==> src/rtl/imm_gen_pipe.sv <==
// -----------------------------------------------------------------------------
// imm_gen_pipe
//   Pipelined immediate generator for the decode stage. Takes a 32-bit
//   instruction, extracts the I/S/B/J/U immediate, sign-extends it to XLEN
//   bits and flags formats that carry no immediate. The immediate format
//   comes either from imm_src or, with AUTO_DECODE=1, from the opcode.
//   A two-entry buffer (main + skid) gives full throughput while keeping
//   in_ready a plain flop with no path from out_ready.
//
// Parameters
//   XLEN        output immediate width (32 or 64)
//   AUTO_DECODE 0: format from imm_src, 1: format from instr[6:0]
//   TAG_W       width of the sideband tag
//
// Ports
//   clk, rst_n                 clock / asynchronous active-low reset
//   in_valid, in_ready         input handshake
//   instr, imm_src, in_tag     instruction, explicit format, sideband tag
//   out_valid, out_ready       output handshake
//   out_imm, out_illegal       sign-extended immediate, no-immediate flag
//   out_tag                    tag of the transaction on the output
// -----------------------------------------------------------------------------
module imm_gen_pipe #(
   parameter int XLEN        = 32,
   parameter bit AUTO_DECODE = 1'b0,
   parameter int TAG_W       = 5
) (
   input  logic             clk,
   input  logic             rst_n,
   input  logic             in_valid,
   output logic             in_ready,
   input  logic [31:0]      instr,
   input  logic [2:0]       imm_src,
   input  logic [TAG_W-1:0] in_tag,
   output logic             out_valid,
   input  logic             out_ready,
   output logic [XLEN-1:0]  out_imm,
   output logic             out_illegal,
   output logic [TAG_W-1:0] out_tag
);

   typedef enum logic [1:0] {
      EMPTY = 2'd0,   // main invalid
      ONE   = 2'd1,   // main valid
      FULL  = 2'd2    // main and skid valid
   } state_t;

   localparam logic [2:0] FMT_I   = 3'b000;
   localparam logic [2:0] FMT_S   = 3'b001;
   localparam logic [2:0] FMT_B   = 3'b010;
   localparam logic [2:0] FMT_J   = 3'b011;
   localparam logic [2:0] FMT_U   = 3'b100;
   localparam logic [2:0] FMT_BAD = 3'b111;

   // ---------------------------------------------------------------------
   // Format selection
   // ---------------------------------------------------------------------
   logic [2:0] fmt;

   generate
      if (AUTO_DECODE) begin : g_auto
         logic unused_src;
         assign unused_src = ^imm_src;

         always_comb begin
            fmt = FMT_BAD;
            case (instr[6:0])
               7'b0000011,
               7'b0010011,
               7'b1100111: fmt = FMT_I;
               7'b0100011: fmt = FMT_S;
               7'b1100011: fmt = FMT_B;
               7'b1101111: fmt = FMT_J;
               7'b0110111,
               7'b0010111: fmt = FMT_U;
               default:    fmt = FMT_BAD;
            endcase
         end
      end else begin : g_explicit
         // The opcode field never contributes to any immediate.
         logic unused_opcode;
         assign unused_opcode = ^instr[6:0];
         assign fmt = imm_src;
      end
   endgenerate

   // ---------------------------------------------------------------------
   // Immediate extraction (32-bit, already sign-extended from instr[31])
   // ---------------------------------------------------------------------
   logic [31:0] imm32;
   logic        illegal_new;

   always_comb begin
      imm32       = '0;
      illegal_new = 1'b0;
      case (fmt)
         FMT_I: imm32 = {{20{instr[31]}}, instr[31:20]};
         FMT_S: imm32 = {{20{instr[31]}}, instr[31:25], instr[11:7]};
         FMT_B: imm32 = {{19{instr[31]}}, instr[31], instr[7],
                         instr[30:25], instr[11:8], 1'b0};
         FMT_J: imm32 = {{11{instr[31]}}, instr[31], instr[19:12],
                         instr[20], instr[30:21], 1'b0};
         FMT_U: imm32 = {instr[31:12], 12'b0};
         default: begin
            imm32       = '0;
            illegal_new = 1'b1;
         end
      endcase
   end

   logic [XLEN-1:0] imm_new;

   generate
      if (XLEN > 32) begin : g_wide
         assign imm_new = {{(XLEN-32){imm32[31]}}, imm32};
      end else begin : g_narrow
         assign imm_new = imm32;
      end
   endgenerate

   // ---------------------------------------------------------------------
   // Buffer control
   // ---------------------------------------------------------------------
   state_t state_reg, state_next;
   logic   in_ready_reg;
   logic   accept, pop;
   logic   load_main, load_skid, skid_to_main;

   assign accept = in_valid & in_ready_reg;
   assign pop    = out_valid & out_ready;

   always_comb begin
      state_next   = state_reg;
      load_main    = 1'b0;
      load_skid    = 1'b0;
      skid_to_main = 1'b0;
      case (state_reg)
         EMPTY: begin
            if (accept) begin
               state_next = ONE;
               load_main  = 1'b1;
            end
         end
         ONE: begin
            if (accept && pop) begin
               load_main = 1'b1;
            end else if (accept) begin
               state_next = FULL;
               load_skid  = 1'b1;
            end else if (pop) begin
               state_next = EMPTY;
            end
         end
         FULL: begin
            if (pop) begin
               state_next   = ONE;
               skid_to_main = 1'b1;
            end
         end
         default: state_next = EMPTY;
      endcase
   end

   always_ff @(posedge clk or negedge rst_n) begin
      if (!rst_n) begin
         state_reg    <= EMPTY;
         in_ready_reg <= 1'b1;
      end else begin
         state_reg    <= state_next;
         // Ready is just "skid will be empty", computed one cycle ahead.
         in_ready_reg <= (state_next != FULL);
      end
   end

   // ---------------------------------------------------------------------
   // Data registers
   // ---------------------------------------------------------------------
   logic [XLEN-1:0]  main_imm, skid_imm;
   logic             main_illegal, skid_illegal;
   logic [TAG_W-1:0] main_tag, skid_tag;

   always_ff @(posedge clk or negedge rst_n) begin
      if (!rst_n) begin
         main_imm     <= '0;
         main_illegal <= 1'b0;
         main_tag     <= '0;
      end else if (load_main) begin
         main_imm     <= imm_new;
         main_illegal <= illegal_new;
         main_tag     <= in_tag;
      end else if (skid_to_main) begin
         main_imm     <= skid_imm;
         main_illegal <= skid_illegal;
         main_tag     <= skid_tag;
      end
   end

   always_ff @(posedge clk or negedge rst_n) begin
      if (!rst_n) begin
         skid_imm     <= '0;
         skid_illegal <= 1'b0;
         skid_tag     <= '0;
      end else if (load_skid) begin
         skid_imm     <= imm_new;
         skid_illegal <= illegal_new;
         skid_tag     <= in_tag;
      end
   end

   // Main register holds its contents after a pop, so outputs keep their
   // last value while out_valid is low.
   assign in_ready    = in_ready_reg;
   assign out_valid   = (state_reg != EMPTY);
   assign out_imm     = main_imm;
   assign out_illegal = main_illegal;
   assign out_tag     = main_tag;

endmodule

==> config.mk <==
export PLATFORM = sky130hd
export DESIGN_NAME = imm_gen_pipe
export DESIGN_NICKNAME = d
export VERILOG_FILES = /design/src/rtl/imm_gen_pipe.sv
export SDC_FILE = /design/constraint.sdc
export NUM_CORES = 1
export LEC_CHECK = 0
export BUFFER_PORTS_ARGS = -buffer_cell sky130_fd_sc_hd__buf_2
export CAP_MARGIN = 20
export CORE_MARGIN = 2
export CORE_UTILIZATION = 53
export CTS_CLUSTER_DIAMETER = 150
export DETAILED_ROUTE_END_ITERATION = 16
export GPL_TIMING_DRIVEN = 0
export MAX_ROUTING_LAYER = met4
export PLACE_DENSITY = 0.9
export SLEW_MARGIN = 30
export SYNTH_ARGS = -nofsm -noshare
export SYNTH_HDL_FRONTEND = slang
export SYNTH_SLANG_ARGS = --single-unit
export TNS_END_PERCENT = 1
==> constraint.sdc <==
create_clock -name clk -period 1.99 [get_ports clk]
set_input_delay 0.4975 -clock clk [delete_from_list [all_inputs] [get_ports clk]]
set_output_delay 0.4975 -clock clk [all_outputs]
set_load 0.02 [all_outputs]
==> impl_metrics.env, run 1 <==
export IMPL_area_growth_pct=20.1
export IMPL_fin_skew_ns=0.00923
export IMPL_grt_usage=0.263
export IMPL_port_buffers=75
export IMPL_drc=0
export IMPL_routedWlPerCell_um=17.6
export IMPL_synth_area_leaders="dfrtp_1, a221o_1, nand2_1, a21oi_1, and2_1"
export IMPL_cts_buffers=9
export IMPL_post_route_util=0.666
export IMPL_clkTransAtPathRegs_ns=0.08
export IMPL_grt_pass1_vias=3050
export IMPL_grt_max_degree=49
export IMPL_end_kind="flop"
export IMPL_post_cts_buffers=0
export IMPL_required_ns=2.28
export IMPL_p_leak_nw=2.18
export IMPL_nets=469
export IMPL_clock_sinks=79
export IMPL_critPathKind="flop to flop"
export IMPL_drive_gt1_frac=0.287
export IMPL_synthCells=338
export IMPL_cp_buffers_inverters=2
export IMPL_avgViaCountPerCell=6.04
export IMPL_placed_area_um2=4080
export IMPL_fp_dieW_um=86.2
export IMPL_drt_iter0_drc=240
export IMPL_maxSlewHeadroom=0.658
export IMPL_fillCellCount=493
export IMPL_netlist_area_um2=3580
export IMPL_max_freq_mhz=558
export IMPL_synth_cell_types=33
export IMPL_initial_core_util=0.554
export IMPL_grt_pass1_wl_um=14600
export IMPL_grt_antenna_before_repair=0
export IMPL_timing_final_crit_period_ns=1.79
export IMPL_tightest_slew_ns=0.512
export IMPL_rows=29
export IMPL_drt_pass1_iterations=4
export IMPL_fp_dieArea_um2=7430
export IMPL_slowest_delay_ns=0.43
export IMPL_syn_num_nets=382
export IMPL_clk_latency_ns=0.35
export IMPL_cts_resized=0
export IMPL_ir_drop_mv=0.791
export IMPL_die_y_um=86.2
export IMPL_maxCapViolations=0
export IMPL_synth_top_cell_area_share=0.545
export IMPL_rsz0062_at_grt="false"
export IMPL_ys_seq_area_frac=0.553
export IMPL_overflow=0
export IMPL_cts_tree="yes"
export IMPL_p_per_area_nw_per_um2=1420
export IMPL_io_pin_count=84
export IMPL_slowest_stage="dfrtp_1"
export IMPL_cts_buffer_depth=2
export IMPL_hold_viol=0
export IMPL_core_um2=6460
export IMPL_timing_final_setup_violations=0
export IMPL_design_area_um2=4300
export IMPL_diodes=0
export IMPL_finalWirelength_um=8900
export IMPL_avgSynthCellArea_um2=10.6
export IMPL_path_cells="nand2b_1 -> nor2_1 -> buf_2 -> clkbuf_1 -> a221o_1"
export IMPL_hold_buffers=0
export IMPL_path_max_fanout=10
export IMPL_arrival_ns=2.08
export IMPL_min_path_type="input port to asynchronous set/reset pin"
export IMPL_period_share=0.901
export IMPL_vias=3048
export IMPL_dpl_hpwl_um=6360
export IMPL_drtAntennaViolNets=0
export IMPL_gp_congestion=0.919
export IMPL_maxSlewViolCount=0
export IMPL_ys_ff_latch=79
export IMPL_status="completed"
export IMPL_htree_levels=3
export IMPL_yosysWarnings=0
export IMPL_start_kind="flop"
export IMPL_synth_top_area_cell="dfrtp_1"
export IMPL_cts_root_buf="clkbuf_8"
export IMPL_crit_family="buffers and inverters"
-- where the power goes --
part / leakage [nW] / internal, W / switching [W]
Clock: 0.108 / 0.000761 / 0.000553
Sequential: 1.01 / 0.00230 / 0.000417
Combinational: 1.05 / 0.000852 / 0.00122
-- cells by family (layout without fill, tap and decap cells) --
logic type,Yosys count,count (layout),synth area share
simple gates,112,112,0.153
compound gates,102,102,0.205
flops,79,79,0.553
buf+inv,30,120,0.0433
mux,14,14,0.0419
xor+xnor,1,1,0.00455
-- routing by layer --
| metal | routed length, µm | GRT usage | up-vias |
|---|---|---|---|
| li1 | - | - | 1390 |
| met1 | 3740 | 0.340 | 1484 |
| met2 | 4230 | 0.409 | 155 |
| met3 | 718 | 0.0476 | 19 |
| met4 | 204 | 0.118 | 0 |
| met5 | 0 | - | - |
-- synth_stat cells --
library cell	n
a211oi_1	1
a21o_1	6
a21oi_1	29
a221o_1	32
a22o_1	6
a31oi_1	1
and2_1	16
and3b_1	1
buf_1	1
buf_2	16
buf_6	3
clkbuf_1	8
dfrtp_1	78
dfstp_2	1
inv_1	2
mux2_2	8
mux2i_1	6
nand2_1	54
nand2_2	1
nand2b_1	2
nand3b_1	6
nand3b_4	1
nand4b_1	1
nor2_1	18
nor2_4	1
nor2b_1	4
nor3_1	5
nor3b_1	1
o21ai_0	14
o22ai_1	9
o31ai_1	4
or2_2	1
xor2_2	1
-- final timing paths --
path	cells past startpoint	start	end	slack (ns)
max	5	state_reg[0]	out_imm[27]	0.20
min	1	rst_n	out_imm[23]	0.08
max reg2reg	5	state_reg[0]	out_imm[27]	0.20
min reg2reg	1	out_tag[2]	out_tag[2]	0.48
max in group asynchronous	2	rst_n	skid_imm[11]	1.34
min in group clk	3	in_tag[2]	skid_tag[2]	0.35
-- stage by stage --
stage	total power, W	std cells	TNS [ns]	hold WS (ns)	setup slack (ns)
finish	0.00611	505	0	0.0835	0.197
global placement	0.00468	490	-4.78	0.442	-0.0665
detailed placement	0.00482	491	0	0.458	0.134
CTS	0.00612	505	0	0.0937	0.227
floorplan	0.00404	338	0	0.202	0.377
global route	0.00644	505	0	0.105	0.0885
-- layout by cell type, fill, tap and decap left out --
cell | netlist | final
a21o_1 | 6 | 6
a211oi_1 | 1 | 1
buf_1 | 1 | 1
nor3_1 | 5 | 5
dfrtp_1 | 78 | 78
clkbuf_8 | 0 | 11
o21ai_0 | 14 | 14
clkbuf_1 | 8 | 8
dfstp_2 | 1 | 1
nor2b_1 | 4 | 4
mux2i_1 | 6 | 6
buf_16 | 0 | 1
bufinv_16 | 0 | 2
nand2b_1 | 2 | 2
a21oi_1 | 29 | 29
nand4b_1 | 1 | 1
xor2_2 | 1 | 1
inv_1 | 2 | 2
buf_6 | 3 | 3
a221o_1 | 32 | 32
and2_1 | 16 | 16
clkinvlp_4 | 0 | 1
nand2_2 | 1 | 1
mux2_2 | 8 | 8
and3b_1 | 1 | 1
a31oi_1 | 1 | 1
or2_2 | 1 | 1
nor2_1 | 18 | 18
nand3b_4 | 1 | 1
buf_4 | 0 | 1
nor2_4 | 1 | 1
o31ai_1 | 4 | 4
buf_2 | 16 | 90
a22o_1 | 6 | 6
o22ai_1 | 9 | 9
nand3b_1 | 6 | 6
nand2_1 | 54 | 54
nor3b_1 | 1 | 1
-- area by class of cell --
type	count	area, µm²	share of cell area
sequential	79	1980	0.460
multi-input combinational	229	1450	0.336
timing repair buffer	76	405	0.0943
clock buffer	11	151	0.0352
buffer	28	148	0.0343
tap	77	96.3	0.0224
clock inverter	3	67.6	0.0157
inverter	2	7.51	0.00175
-- worst reg2reg max path: stages (launching register included) --
cell and delay, ns:
dfrtp_1 0.43, nand2b_1 0.18, nor2_1 0.21, buf_2 0.25, clkbuf_1 0.41, a221o_1 0.25
No activity file was read; power rests on OpenSTA's default activity.
==> run 2, diff against run 1 <==
==> constraint.sdc (replaced) <==
create_clock -name clk -period 1.99 [get_ports clk]
set_input_delay 0.0995 -clock clk [delete_from_list [all_inputs] [get_ports clk]]
set_output_delay 0.0995 -clock clk [all_outputs]
set_load 0.02 [all_outputs]
==> impl_metrics.env, run 2 (synthesized netlist as in run 1, its figures left out) <==
export IMPL_drt_pass1_iterations=5
export IMPL_rrSetupSlack_ns=0.22
export IMPL_vias=3071
export IMPL_initial_core_util=0.554
export IMPL_p_per_area_nw_per_um2=1400
export IMPL_grt_pass1_wl_um=14700
export IMPL_switching_share=0.359
export IMPL_fp_dieW_um=86.2
export IMPL_io_pin_count=84
export IMPL_grt_pass1_vias=3065
export IMPL_drive_gt1_frac=0.283
export IMPL_path_cells="nand2b_1 -> nor2_1 -> buf_2 -> clkbuf_1 -> a221o_1"
export IMPL_p_int_w=0.00392
export IMPL_rows=29
export IMPL_wl_met2_um=4280
export IMPL_htree_levels=3
export IMPL_avgViaCountPerCell=6.01
export IMPL_slowest_delay_ns=0.43
export IMPL_hold_path_startpoint="out_ready"
export IMPL_top_layer_used="met4"
export IMPL_timing_final_crit_period_ns=1.77
export IMPL_clock_power_share=0.215
export IMPL_overflow=0
export IMPL_pwr_share_comb=0.340
export IMPL_ir_drop_mv=0.793
export IMPL_slowest_stage="dfrtp_1"
export IMPL_clkTransAtPathRegs_ns=0.08
export IMPL_r2r_end="out_illegal"
export IMPL_drc=0
export IMPL_cts_tree="yes"
export IMPL_path_max_fanout=10
export IMPL_status="completed"
export IMPL_gp_congestion=0.919
export IMPL_met3_length_um=680
export IMPL_period_share=0.889
export IMPL_clk_latency_ns=0.35
export IMPL_final_cell_mix="buf_2, dfrtp_1, nand2_1"
export IMPL_multi_input_area_um2=1450
export IMPL_port_buffers=75
export IMPL_clock_sinks=79
export IMPL_diodes=0
export IMPL_cts_buffer_depth=2
export IMPL_nets=475
export IMPL_whs_ns=0.0227
export IMPL_start_kind="flop"
export IMPL_design_area_um2=4360
export IMPL_fp_dieArea_um2=7430
export IMPL_maxSlewHeadroom=0.647
export IMPL_grt_antenna_before_repair=0
export IMPL_max_freq_mhz=565
export IMPL_arrival_ns=2.05
export IMPL_timing_final_setup_violations=0
export IMPL_drtAntennaViolNets=0
export IMPL_wl_met1_um=3800
export IMPL_grt_max_degree=49
export IMPL_cts_root_buf="clkbuf_8"
export IMPL_core_um2=6460
export IMPL_required_ns=2.27
export IMPL_min_path_type="input port to flop"
export IMPL_drt_iter0_drc=227
export IMPL_maxCapViolations=0
export IMPL_grt_usage=0.263
export IMPL_fin_skew_ns=0.0100
export IMPL_whs_path_depth=3
export IMPL_power_switching_w=0.00220
export IMPL_tightest_slew_ns=0.530
export IMPL_reg2reg_depth=5
export IMPL_hold_path_end="in_ready"
export IMPL_placed_area_um2=4080
export IMPL_cts_resized=0
export IMPL_maxSlewViolCount=0
export IMPL_routedWlPerCell_um=17.5
export IMPL_hold_viol=0
export IMPL_finalWirelength_um=8940
export IMPL_pwr_share_seq=0.444
export IMPL_end_kind="flop"
export IMPL_dpl_hpwl_um=6360
export IMPL_cts_buffers=9
export IMPL_reg2reg_from="state_reg[0]"
export IMPL_layout_commonest_cell="buf_2"
export IMPL_p_leak_nw=2.20
export IMPL_fillCellCount=487
export IMPL_critPathKind="flop to flop"
export IMPL_die_y_um=86.2
export IMPL_ff_latch_area_um2=1980
export IMPL_area_growth_pct=21.8
export IMPL_rsz0062_at_grt="false"
export IMPL_fin_tns_setup_ns=0
==> run 2: cell types whose count changed in the layout (fill, tap and decap cells not counted) <==
| cell | change |
|---|---|
| dlygate4sd3_1 | +6 |
==> run 2: critical path: cells and delay by family, from the launching register on <==
| kind | cells | cell delay [ns] |
|---|---|---|
| AOI/OAI and AO/OA | 1 | 0.24 |
| buffers and inverters | 2 | 0.64 |
| DFF | 1 | 0.43 |
| and+or+nand+nor | 2 | 0.39 |
==> run 2: what timing repair did <==
item	CTS	global route
hold buffers	6	0
endpoints found under the hold margin	35	0
endpoints found under the setup margin	0	0
buffers inserted	0	0
==> run 2: layout make-up <==
cell class / instances / area share
repair buffers: 82 / 0.107
plain buffers: 28 / 0.0339
inverters: 2 / 0.00172
multi-input cells: 229 / 0.332
clock buffers: 11 / 0.0347
clock inverters: 3 / 0.0155
flip-flops and latches: 79 / 0.454
well taps: 77 / 0.0221
==> run 2: how the worst max path moves through the flow <==
stage,end,start,slack [ns]
after floorplan,out_imm[1],in_ready,0.40
after global placement,out_imm[26],state_reg[0],0.32
after detailed placement,out_imm[24],in_ready,0.29
after CTS,out_illegal,state_reg[0],0.23
after global routing,out_illegal,state_reg[0],0.09
final,out_illegal,state_reg[0],0.22
==> run 2: power groups by stage <==
stage | logic [W] | registers [W] | clock network, W
floorplan | 0.000981 | 0.00305 | 0
global placement | 0.00199 | 0.00269 | 0
detailed placement | 0.00208 | 0.00273 | 0
CTS | 0.00210 | 0.00271 | 0.00132
global route | 0.00227 | 0.00280 | 0.00138
finish | 0.00209 | 0.00272 | 0.00132
==> run 2: per-layer routing <==
| metal | vias to the layer above | track usage |
|---|---|---|
| li1 | 1398 | - |
| met3 | 17 | 0.0476 |
| met5 | - | - |
| met1 | 1510 | 0.342 |
| met2 | 146 | 0.409 |
| met4 | 0 | 0.118 |
==> run 2: stage by stage <==
| stage | setup slack [ns] | power (W) | cells | util |
|---|---|---|---|---|
| 2_1_floorplan | 0.398 | 0.00404 | 338 | - |
| 3_3_place_gp | 0.317 | 0.00468 | 490 | 0.627 |
| 3_5_place_dp | 0.286 | 0.00482 | 491 | 0.632 |
| 4_1_cts | 0.227 | 0.00613 | 511 | 0.675 |
| 5_1_grt | 0.0885 | 0.00645 | 511 | 0.675 |
| 6_report | 0.221 | 0.00612 | 511 | 0.675 |
